[config.mk]
export PLATFORM = sky130hd
export DESIGN_NAME = dvp_pixel_receiver_flat
export DESIGN_NICKNAME = d
export VERILOG_FILES = /design/src/rtl/dvp_pkg.sv /design/src/rtl/dvp_pixel_receiver_if.sv /design/src/rtl/dvp_word_packer.sv /design/src/rtl/dvp_pixel_receiver.sv /design/src/flat_wrapper.sv
export SDC_FILE = /design/constraint.sdc
export NUM_CORES = 1
export LEC_CHECK = 0
export CAP_MARGIN = 20
export CORE_ASPECT_RATIO = 1.2
export CORE_MARGIN = 3
export CORE_UTILIZATION = 51
export CTS_CLUSTER_SIZE = 28
export DETAILED_ROUTE_END_ITERATION = 7
export PLACE_DENSITY = 0.83
export SLEW_MARGIN = 15
export SYNTH_ARGS = -nofsm -noshare
export SYNTH_HDL_FRONTEND = slang
export SYNTH_SLANG_ARGS = --single-unit
[constraint.sdc]
create_clock -name pclk -period 6.86 [get_ports pclk]
set_clock_uncertainty 0.05 [all_clocks]
set_input_delay 0.686 -clock pclk [delete_from_list [all_inputs] [get_ports pclk]]
set_output_delay 0.686 -clock pclk [all_outputs]
set_load 0.02 [all_outputs]
[src/rtl/dvp_pkg.sv]
// Shared definitions for the DVP pixel receiver: polarity constants,
// beat marker struct, default counter width and a polarity helper.
package dvp_pkg;

    localparam bit ACTIVE_LOW  = 1'b0;
    localparam bit ACTIVE_HIGH = 1'b1;

    localparam int unsigned CNT_WIDTH_DEFAULT = 16;

    // Line/frame markers travelling with a pixel beat (TLAST, TUSER).
    typedef struct packed {
        logic last;
        logic user;
    } beat_tag_t;

    // Returns 1 when the pin is at its asserted level.
    function automatic logic normalize(input logic level, input bit active_high);
        return active_high ? level : ~level;
    endfunction

endpackage

[src/rtl/dvp_pixel_receiver_if.sv]
// AXI4-Stream video beat bundle between the receiver and the downstream sink.
interface dvp_pixel_receiver_if #(
    parameter int unsigned DATA_WIDTH = 16
) ();

    logic [DATA_WIDTH-1:0] tdata;
    logic                  tvalid;
    logic                  tready;
    logic                  tlast;
    logic                  tuser;

    modport master (output tdata, output tvalid, output tlast, output tuser, input tready);
    modport slave  (input tdata, input tvalid, input tlast, input tuser, output tready);

endinterface

[src/rtl/dvp_word_packer.sv]
// Collects BYTES_PER_PIXEL sensor words into one pixel. The completed pixel
// (including the word arriving this cycle) is presented combinationally
// together with a one-cycle complete strobe.
module dvp_word_packer #(
    parameter int unsigned DIN_WIDTH       = 8,
    parameter int unsigned BYTES_PER_PIXEL = 2,
    parameter bit          FIRST_WORD_MSB  = 1'b1
) (
    input  logic                                 clk,
    input  logic                                 rst,
    input  logic [DIN_WIDTH-1:0]                 word,
    input  logic                                 word_valid,
    input  logic                                 line_end,
    input  logic                                 abort,
    output logic [DIN_WIDTH*BYTES_PER_PIXEL-1:0] pixel,
    output logic                                 complete,
    output logic                                 partial
);

    localparam int unsigned DATA_W = DIN_WIDTH * BYTES_PER_PIXEL;
    localparam int unsigned CW     = (BYTES_PER_PIXEL > 1) ? $clog2(BYTES_PER_PIXEL) : 1;
    localparam logic [CW-1:0] LAST_IDX = CW'(BYTES_PER_PIXEL - 1);

    logic [CW-1:0]     word_cnt;
    logic [CW-1:0]     slot;
    logic [DATA_W-1:0] asm_q;
    logic [DATA_W-1:0] asm_next;

    // Insert the current word into the slice chosen by word order.
    always_comb begin
        slot     = FIRST_WORD_MSB ? (LAST_IDX - word_cnt) : word_cnt;
        asm_next = asm_q;
        for (int unsigned i = 0; i < BYTES_PER_PIXEL; i++) begin
            if (slot == CW'(i)) begin
                asm_next[i*DIN_WIDTH +: DIN_WIDTH] = word;
            end
        end
    end

    assign pixel    = asm_next;
    assign complete = word_valid & ~abort & (word_cnt == LAST_IDX);
    assign partial  = line_end & (word_cnt != '0);

    // Word counter and assembly register; aborts and line ends drop partial words.
    always_ff @(posedge clk or posedge rst) begin
        if (rst) begin
            word_cnt <= '0;
            asm_q    <= '0;
        end else if (abort || line_end) begin
            word_cnt <= '0;
        end else if (word_valid) begin
            asm_q    <= asm_next;
            word_cnt <= complete ? '0 : word_cnt + CW'(1);
        end
    end

endmodule

[src/rtl/dvp_pixel_receiver.sv]
// Camera DVP front end: samples the parallel sensor bus, packs words into
// pixels and emits them as AXI4-Stream video beats (TUSER=SOF, TLAST=EOL)
// with backpressure, sticky error flags and measured frame geometry.
module dvp_pixel_receiver
    import dvp_pkg::*;
#(
    parameter int unsigned DIN_WIDTH         = 8,
    parameter int unsigned BYTES_PER_PIXEL   = 2,
    parameter bit          FIRST_WORD_MSB    = 1'b1,
    parameter bit          VSYNC_ACTIVE_HIGH = ACTIVE_LOW,
    parameter bit          HREF_ACTIVE_HIGH  = ACTIVE_HIGH,
    parameter int unsigned CNT_WIDTH         = CNT_WIDTH_DEFAULT
) (
    input  logic                  pclk,
    input  logic                  rst,
    input  logic [DIN_WIDTH-1:0]  din,
    input  logic                  href_in,
    input  logic                  vsync_in,
    dvp_pixel_receiver_if.master  axis,
    output logic [CNT_WIDTH-1:0]  line_width,
    output logic [CNT_WIDTH-1:0]  frame_height,
    output logic                  overflow,
    output logic                  partial_err
);

    localparam int unsigned DATA_W = DIN_WIDTH * BYTES_PER_PIXEL;

    typedef struct packed {
        logic [DATA_W-1:0] data;
        beat_tag_t         tag;
    } beat_t;

    logic [DIN_WIDTH-1:0] din_q;
    logic                 href_q;
    logic                 vsync_q;
    logic                 href_prev;
    logic                 vsync_prev;

    logic                 href_fall;
    logic                 vsync_rise;
    logic                 line_end;

    logic [DATA_W-1:0]    pixel;
    logic                 complete;
    logic                 partial;

    logic [DATA_W-1:0]    pend_data;
    logic                 pend_valid;
    logic                 sof_armed;

    logic                 push;
    beat_t                push_beat;
    beat_t                out_beat;
    logic                 out_valid;
    logic                 accept;

    logic [CNT_WIDTH-1:0] pix_cnt;
    logic [CNT_WIDTH-1:0] line_cnt;

    // Input stage: register pins after polarity normalisation, keep history for edges.
    always_ff @(posedge pclk or posedge rst) begin
        if (rst) begin
            din_q      <= '0;
            href_q     <= 1'b0;
            vsync_q    <= 1'b0;
            href_prev  <= 1'b0;
            vsync_prev <= 1'b0;
        end else begin
            din_q      <= din;
            href_q     <= normalize(href_in, HREF_ACTIVE_HIGH);
            vsync_q    <= normalize(vsync_in, VSYNC_ACTIVE_HIGH);
            href_prev  <= href_q;
            vsync_prev <= vsync_q;
        end
    end

    assign href_fall  = href_prev & ~href_q;
    assign vsync_rise = vsync_q & ~vsync_prev;
    // A line that ends under vsync is an aborted line, not a real line end.
    assign line_end   = href_fall & ~vsync_q;

    dvp_word_packer #(
        .DIN_WIDTH      (DIN_WIDTH),
        .BYTES_PER_PIXEL(BYTES_PER_PIXEL),
        .FIRST_WORD_MSB (FIRST_WORD_MSB)
    ) u_packer (
        .clk       (pclk),
        .rst       (rst),
        .word      (din_q),
        .word_valid(href_q),
        .line_end  (line_end),
        .abort     (vsync_q),
        .pixel     (pixel),
        .complete  (complete),
        .partial   (partial)
    );

    // Forward the pending pixel once its end-of-line status is known.
    always_comb begin
        push               = 1'b0;
        push_beat.data     = pend_data;
        push_beat.tag.last = line_end;
        push_beat.tag.user = sof_armed;
        if (!vsync_q && pend_valid && (complete || line_end)) begin
            push = 1'b1;
        end
    end

    // Pending pixel holder and start-of-frame arming.
    always_ff @(posedge pclk or posedge rst) begin
        if (rst) begin
            pend_data  <= '0;
            pend_valid <= 1'b0;
            sof_armed  <= 1'b0;
        end else begin
            if (vsync_q) begin
                pend_valid <= 1'b0;
            end else if (complete) begin
                pend_data  <= pixel;
                pend_valid <= 1'b1;
            end else if (line_end) begin
                pend_valid <= 1'b0;
            end

            if (vsync_q) begin
                sof_armed <= 1'b1;
            end else if (push) begin
                sof_armed <= 1'b0;
            end
        end
    end

    assign accept = out_valid & axis.tready;

    // Output beat register; a push into a stalled beat is dropped but its markers survive.
    always_ff @(posedge pclk or posedge rst) begin
        if (rst) begin
            out_beat    <= '0;
            out_valid   <= 1'b0;
            overflow    <= 1'b0;
            partial_err <= 1'b0;
        end else begin
            if (push) begin
                if (!out_valid || accept) begin
                    out_beat  <= push_beat;
                    out_valid <= 1'b1;
                end else begin
                    overflow          <= 1'b1;
                    out_beat.tag.last <= out_beat.tag.last | push_beat.tag.last;
                    out_beat.tag.user <= out_beat.tag.user | push_beat.tag.user;
                end
            end else if (accept) begin
                out_valid <= 1'b0;
            end

            if (partial) begin
                partial_err <= 1'b1;
            end
        end
    end

    assign axis.tdata  = out_beat.data;
    assign axis.tlast  = out_beat.tag.last;
    assign axis.tuser  = out_beat.tag.user;
    assign axis.tvalid = out_valid;

    // Geometry: saturating pixels-per-line and lines-per-frame counters.
    always_ff @(posedge pclk or posedge rst) begin
        if (rst) begin
            pix_cnt      <= '0;
            line_cnt     <= '0;
            line_width   <= '0;
            frame_height <= '0;
        end else begin
            if (vsync_q) begin
                pix_cnt <= '0;
            end else if (line_end) begin
                line_width <= pix_cnt;
                pix_cnt    <= '0;
            end else if (complete && pix_cnt != '1) begin
                pix_cnt <= pix_cnt + CNT_WIDTH'(1);
            end

            if (vsync_rise) begin
                frame_height <= line_cnt;
                line_cnt     <= '0;
            end else if (line_end && line_cnt != '1) begin
                line_cnt <= line_cnt + CNT_WIDTH'(1);
            end
        end
    end

endmodule

[src/flat_wrapper.sv]
// flat-port wrapper written by rule: the top's interface ports become plain ports
module dvp_pixel_receiver_flat import dvp_pkg::*;
#(
    parameter int unsigned DIN_WIDTH         = 8,
    parameter int unsigned BYTES_PER_PIXEL   = 2,
    parameter bit          FIRST_WORD_MSB    = 1'b1,
    parameter bit          VSYNC_ACTIVE_HIGH = ACTIVE_LOW,
    parameter bit          HREF_ACTIVE_HIGH  = ACTIVE_HIGH,
    parameter int unsigned CNT_WIDTH         = CNT_WIDTH_DEFAULT
)
  (pclk, rst, din, href_in, vsync_in, line_width, frame_height, overflow, partial_err, axis_tdata, axis_tvalid, axis_tlast, axis_tuser, axis_tready);
  dvp_pixel_receiver_if #(.DATA_WIDTH(((8) * (2)))) axis_i ();
  input  logic pclk;
  input  logic rst;
  input  logic [DIN_WIDTH-1:0] din;
  input  logic href_in;
  input  logic vsync_in;
  output logic [CNT_WIDTH-1:0] line_width;
  output logic [CNT_WIDTH-1:0] frame_height;
  output logic overflow;
  output logic partial_err;
  output wire logic [$bits(axis_i.tdata)-1:0] axis_tdata;
  output wire logic [$bits(axis_i.tvalid)-1:0] axis_tvalid;
  output wire logic [$bits(axis_i.tlast)-1:0] axis_tlast;
  output wire logic [$bits(axis_i.tuser)-1:0] axis_tuser;
  input wire logic [$bits(axis_i.tready)-1:0] axis_tready;
  assign axis_tdata = axis_i.tdata;
  assign axis_tvalid = axis_i.tvalid;
  assign axis_tlast = axis_i.tlast;
  assign axis_tuser = axis_i.tuser;
  assign axis_i.tready = axis_tready;
  dvp_pixel_receiver #(.DIN_WIDTH(DIN_WIDTH), .BYTES_PER_PIXEL(BYTES_PER_PIXEL), .FIRST_WORD_MSB(FIRST_WORD_MSB), .VSYNC_ACTIVE_HIGH(VSYNC_ACTIVE_HIGH), .HREF_ACTIVE_HIGH(HREF_ACTIVE_HIGH), .CNT_WIDTH(CNT_WIDTH)) u_core (.pclk(pclk), .rst(rst), .din(din), .href_in(href_in), .vsync_in(vsync_in), .axis(axis_i), .line_width(line_width), .frame_height(frame_height), .overflow(overflow), .partial_err(partial_err));
endmodule
# Word-level counts from Yosys, hierarchy flattened
# Index checks and enable logic that the tools add are counted.
# totals
regBits	132
latchBits	0
ram_bits	0
rom_bits	0
in_bits	13
out_inout_bits	53
elab_cells	83
n_memories	0
# classes
n_addsub	4
multipliers	0
n_div	0
n_lt_le_gt_ge	0
eq_ne	3
shifts	0
mux	20
bitwise	15
reduce_logical	21
# op_table
operator	count
$mux W16	5
$add A16 B1 Y16 const B	2
$ne A16 B16 Y1 const B	2
$mux W8	2
$mux W1	12
$reduce_and A2 Y1	6
$reduce_bool A2 Y1	4
$and A1 B1 Y1	7
$not A1 Y1	6
$reduce_bool A3 Y1	2
$logic_and A1 B1 Y1	4
$logic_or A1 B1 Y1	3
$logic_not A1 Y1	2
$mux W2	1
$ne A2 B2 Y1 const B	1
$or A1 B1 Y1	2
$add A1 B1 Y1 const B	1
$sub A1 B1 Y1 const A	1

# Depth between registers and ports, before layout
# logic_depth
ltp_word	8
depth_mapped	7

# By module
# Synthesis repeated with hierarchy kept, for this count alone.
# hier_totals
cells_unflattened	492
area_unflattened_um2	5656.7
# by_module_without_submodules
module	instances	cells_each	area_each_um2	seq_area_each_um2
dvp_pixel_receiver	1	432	4788.3	2877.8
dvp_word_packer	1	60	868.3	425.4

# Worst setup path after synthesis
# Ideal clock, no wire load.
# synth_path
path_kind	register -> register
startpoint	register u_core.href_q
endpoint	register u_core.line_cnt[13]
setup_time_ps	78
t_arrival_ps	2261
required_ps	6732
setup_slack_ps	4471
stages_incl_launch_ff	8
n_path_buf	3
period_less_slack_ps	2389
cell_sequence	dfrtp_1 > buf_6 > or3b_1 > clkbuf_1 > or4_1 > buf_2 > or4_1 > a21oi_1
# synth_between
elab_chain_len	5
# synth_rtl
item	line_no	text
from (decl)	dvp_pixel_receiver.sv:34	logic href_q;
from (signal assigned)	dvp_pixel_receiver.sv:70	href_q <= normalize(href_in, HREF_ACTIVE_HIGH);
$not A1 Y1	dvp_pixel_receiver.sv:77	assign href_fall = href_prev & ~href_q;
$and A1 B1 Y1	dvp_pixel_receiver.sv:77	
$and A1 B1 Y1	dvp_pixel_receiver.sv:80	assign line_end = href_fall & ~vsync_q;
$logic_and A1 B1 Y1	dvp_pixel_receiver.sv:187	end else if (line_end && line_cnt != '1) begin
$reduce_bool A2 Y1 (no source line)	-	
to (signal assigned)	dvp_pixel_receiver.sv:188	line_cnt <= line_cnt + CNT_WIDTH'(1);
to (decl)	dvp_pixel_receiver.sv:58	logic [CNT_WIDTH-1:0] line_cnt;
# No other way between the ends.
# A chain may end at the register's enable or synchronous reset.

# Final worst setup path
# Ends and elaborated chain as after synthesis.

==> summary.txt <==
Status
  – Outcome: completed

Critical path
  – Crit. End Element: flop
  – Critical Path Source: u_core.href_q
  – FF-to-FF path depth: 4
  – FF-to-FF Start: u_core.href_q
  – Crit path DAT: 3150 ps
  – FF-to-FF setup slack: 3990 ps
  – CP required: slightly above 7000 ps
  – Setup Crit Path Kind: flop to flop
  – CP max FO: 24
  – Crit start category: flop
  – RR Endpoint: u_core.line_cnt[13]
  – Setup crit end: u_core.line_cnt[13]

Finish
  – Diodes inserted: 0
  – Commonest non-fill, non-tap cells in the layout: nand2_1, dfrtp_1, clkdlybuf4s50_1
  – Commonest non-fill, non-tap cell in the layout: nand2_1
  – Share of layout cells above drive strength 1: 11.6%
  – Nets: between 500 and 600
  – Area grow syn2layout: 26.5%

Pwr
  – P_leak: 2.90 nW
  – Maximum vdd drop: around 210 µV
  – Power density cells: 298 nW/µm²

CTS
  – Max Buffers Root-to-Sink: 2
  – Clock Latency Late Sink: 410 ps
  – H-tree levels: 4
  – Clock transition at path regs: ~60 ps
  – Post-CTS Setup Repair Bufs: 0
  – Cts bufs inserted: 17
  – Post-CTS Hold Fix Bufs: 0
  – TritonCTS clock tree: built
  – Post-cts sizing count: 0
  – Clock sink total: 124
  – Root buf cell: clkbuf_16

Detailed routing
  – Routed len/inst: 15.3 µm
  – Vias per inst: 5.59
  – Routed wire length: 10500 µm
  – Drt first pass iters: 5
  – DRT antenna net count: 0
  – DRC Markers: 0
  – Vias post-DR: 3831
  – Drt initial violations: 211

Worst hold path
  – Hold crit path type: flop to flop

Yosys
  – Async S/R FF share, synth: 100%
  – Cell type with the largest total area after synthesis: dfrtp_1
  – Sequential fraction of the synthesis area: 61.2%
  – Synth unique cells: 41
  – Top cell type's share of synthesized area: 61.2%
  – Gate Count Post-Synth: about 490
  – Main area contributors after synthesis: dfrtp_1, nand2_1, mux2_2
  – Number of synthesized flops with an enable pin: 0
  – Yosys warnings: 0
  – Syn nets: 502
  – Cell area after synthesis: 5070 µm²
  – Seq cells post-synth: 124
  – Avg Cell Area, Syn: 10.4 µm²
  – Primary FF master, synth: dfrtp_1

Timing
  – FMAX: 349 MHz
  – Hold WS: 404 ps
  – Setup-failing EPs final: 0
  – Final Hold Viols: 0
  – Number of max-slew violations in the final report: 0
  – Rel. slew slack: between 30% and 40%
  – Setup tns final: 0 ps
  – RSZ-0062 raised after global routing: no
  – Worst Tran Pin Value: 928 ps
  – Fin crit share: about two fifths
  – Final min period: 2870 ps

Floorplan
  – Initial core utilization: 52.8%
  – Total core area: 9610 µm²
  – I/O pin count: 66
  – Chip width: between 90 and 100 µm
  – Die ar.: 11200 µm²
  – # rows: 39
  – Die Ht: 115 µm

Placed design
  – HPWL Detailed: 6820 µm
  – Port bufs: 65
  – Placer Congestion: 0.851

Global routing
  – GRT Overall Usage: 20.2%
  – Largest net degree at the start of global routing: 77
  – Antenna violations before repair: 0
  – Total grt overflow: 0
  – First-pass GRT wire length: approximately 18000 µm
  – Vias in the first global route: 3747

Flow run
  – Max-Cap Viols: 0
==> flip-flops by register name, summed over array words and instances, names as in the netlist, 8 cells and up <==
register,cells
u_core.axis.tdata,16
u_core.frame_height,16
u_core.line_cnt,16
u_core.line_width,16
u_core.pend_data,16
u_core.pix_cnt,16
u_core.din_q,8
u_core.u_packer.asm_q,8
==> kinds of logic (layout without fill, tap and decap cells) <==
logic type / Yosys count / count (layout) / synth area share [%]
simple gates: 230 / 230 / 20.6
xor+xnor: 1 / 1 / 0.173
fa+ha+maj: 2 / 2 / 0.493
compound gates: 69 / 69 / 8.95
mux: 27 / 27 / 5.92
flops: 124 / 124 / 61.2
buf+inv: 34 / 109 / 2.69
==> stage by stage <==
stage | total power, mW | worst slack [ps] | instances | cell area [µm²] | util (%)
after floorplan | 0.958 | 2820 | 487 | 5070 | -
after global placement | 1.04 | 4090 | 653 | 5820 | 60.5
after detailed placement | 1.05 | 4010 | 653 | 5820 | 60.5
after CTS | 1.93 | 4000 | 685 | 6400 | 66.6
after global routing | 1.98 | 3820 | 685 | 6420 | 66.8
final | 1.91 | 3990 | 685 | 6420 | 66.8
==> cell usage after synthesis (5+ instances only) <==
library cell	number
nand4_1	9
nand2_1	152
nor3_1	5
o21ai_0	12
dfrtp_1	124
mux2_2	24
clkbuf_1	23
nor2_1	12
nand3_1	9
o41ai_1	6
o31ai_1	14
inv_1	8
or3_1	8
or4_1	14
a21oi_1	21
==> worst min path at each step <==
| stage | startpoint | end | depth (start not counted) |
|---|---|---|---|
| 2_1_floorplan | u_core.href_q | u_core.href_prev | 0 |
| 3_3_place_gp | u_core.partial_err | u_core.partial_err | 1 |
| 3_5_place_dp | u_core.partial_err | u_core.partial_err | 1 |
| 4_1_cts | u_core.partial_err | u_core.partial_err | 1 |
| 5_1_grt | u_core.line_width[4] | u_core.line_width[4] | 2 |
| 6_report | u_core.partial_err | u_core.partial_err | 1 |
==> routing by layer <==
| metal | vias up | track usage [%] | wire, µm | share of wire (%) |
|---|---|---|---|---|
| li1 | 1812 | - | - | - |
| met1 | 1865 | 25.0 | 4490 | 43 |
| met2 | 135 | 33.4 | 5270 | 50 |
| met3 | 19 | 5.04 | 485 | 4.6 |
| met4 | 0 | 10.4 | 246 | 2.3 |
| met5 | - | 0 | 0 | 0 |
==> critical path: stages, from the launching register on <==
cell and delay (ps):
dfrtp_1 490, or3b_1 760, or4_1 770, or4_1 540, a21oi_1 170
==> where the power goes <==
part / switching, mW / internal [mW] / total [mW]
combinational: 0.101 / 0.0970 / 0.198
clock: 0.324 / 0.547 / 0.871
sequential: 0.0431 / 0.799 / 0.842
total: 0.468 / 1.44 / 1.91
==> cell type report <==
class | count | area, µm²
Tap cell | 123 | 154
Clock buffer | 20 | 447
Clock inverter | 12 | 139
Fill cell | 696 | 3190
Sequential cell | 124 | 3100
Inverter | 8 | 32.5
Timing Repair Buffer | 69 | 681
Multi-Input combinational cell | 329 | 1860
Note: power is estimated with default switching activity, not from simulation.
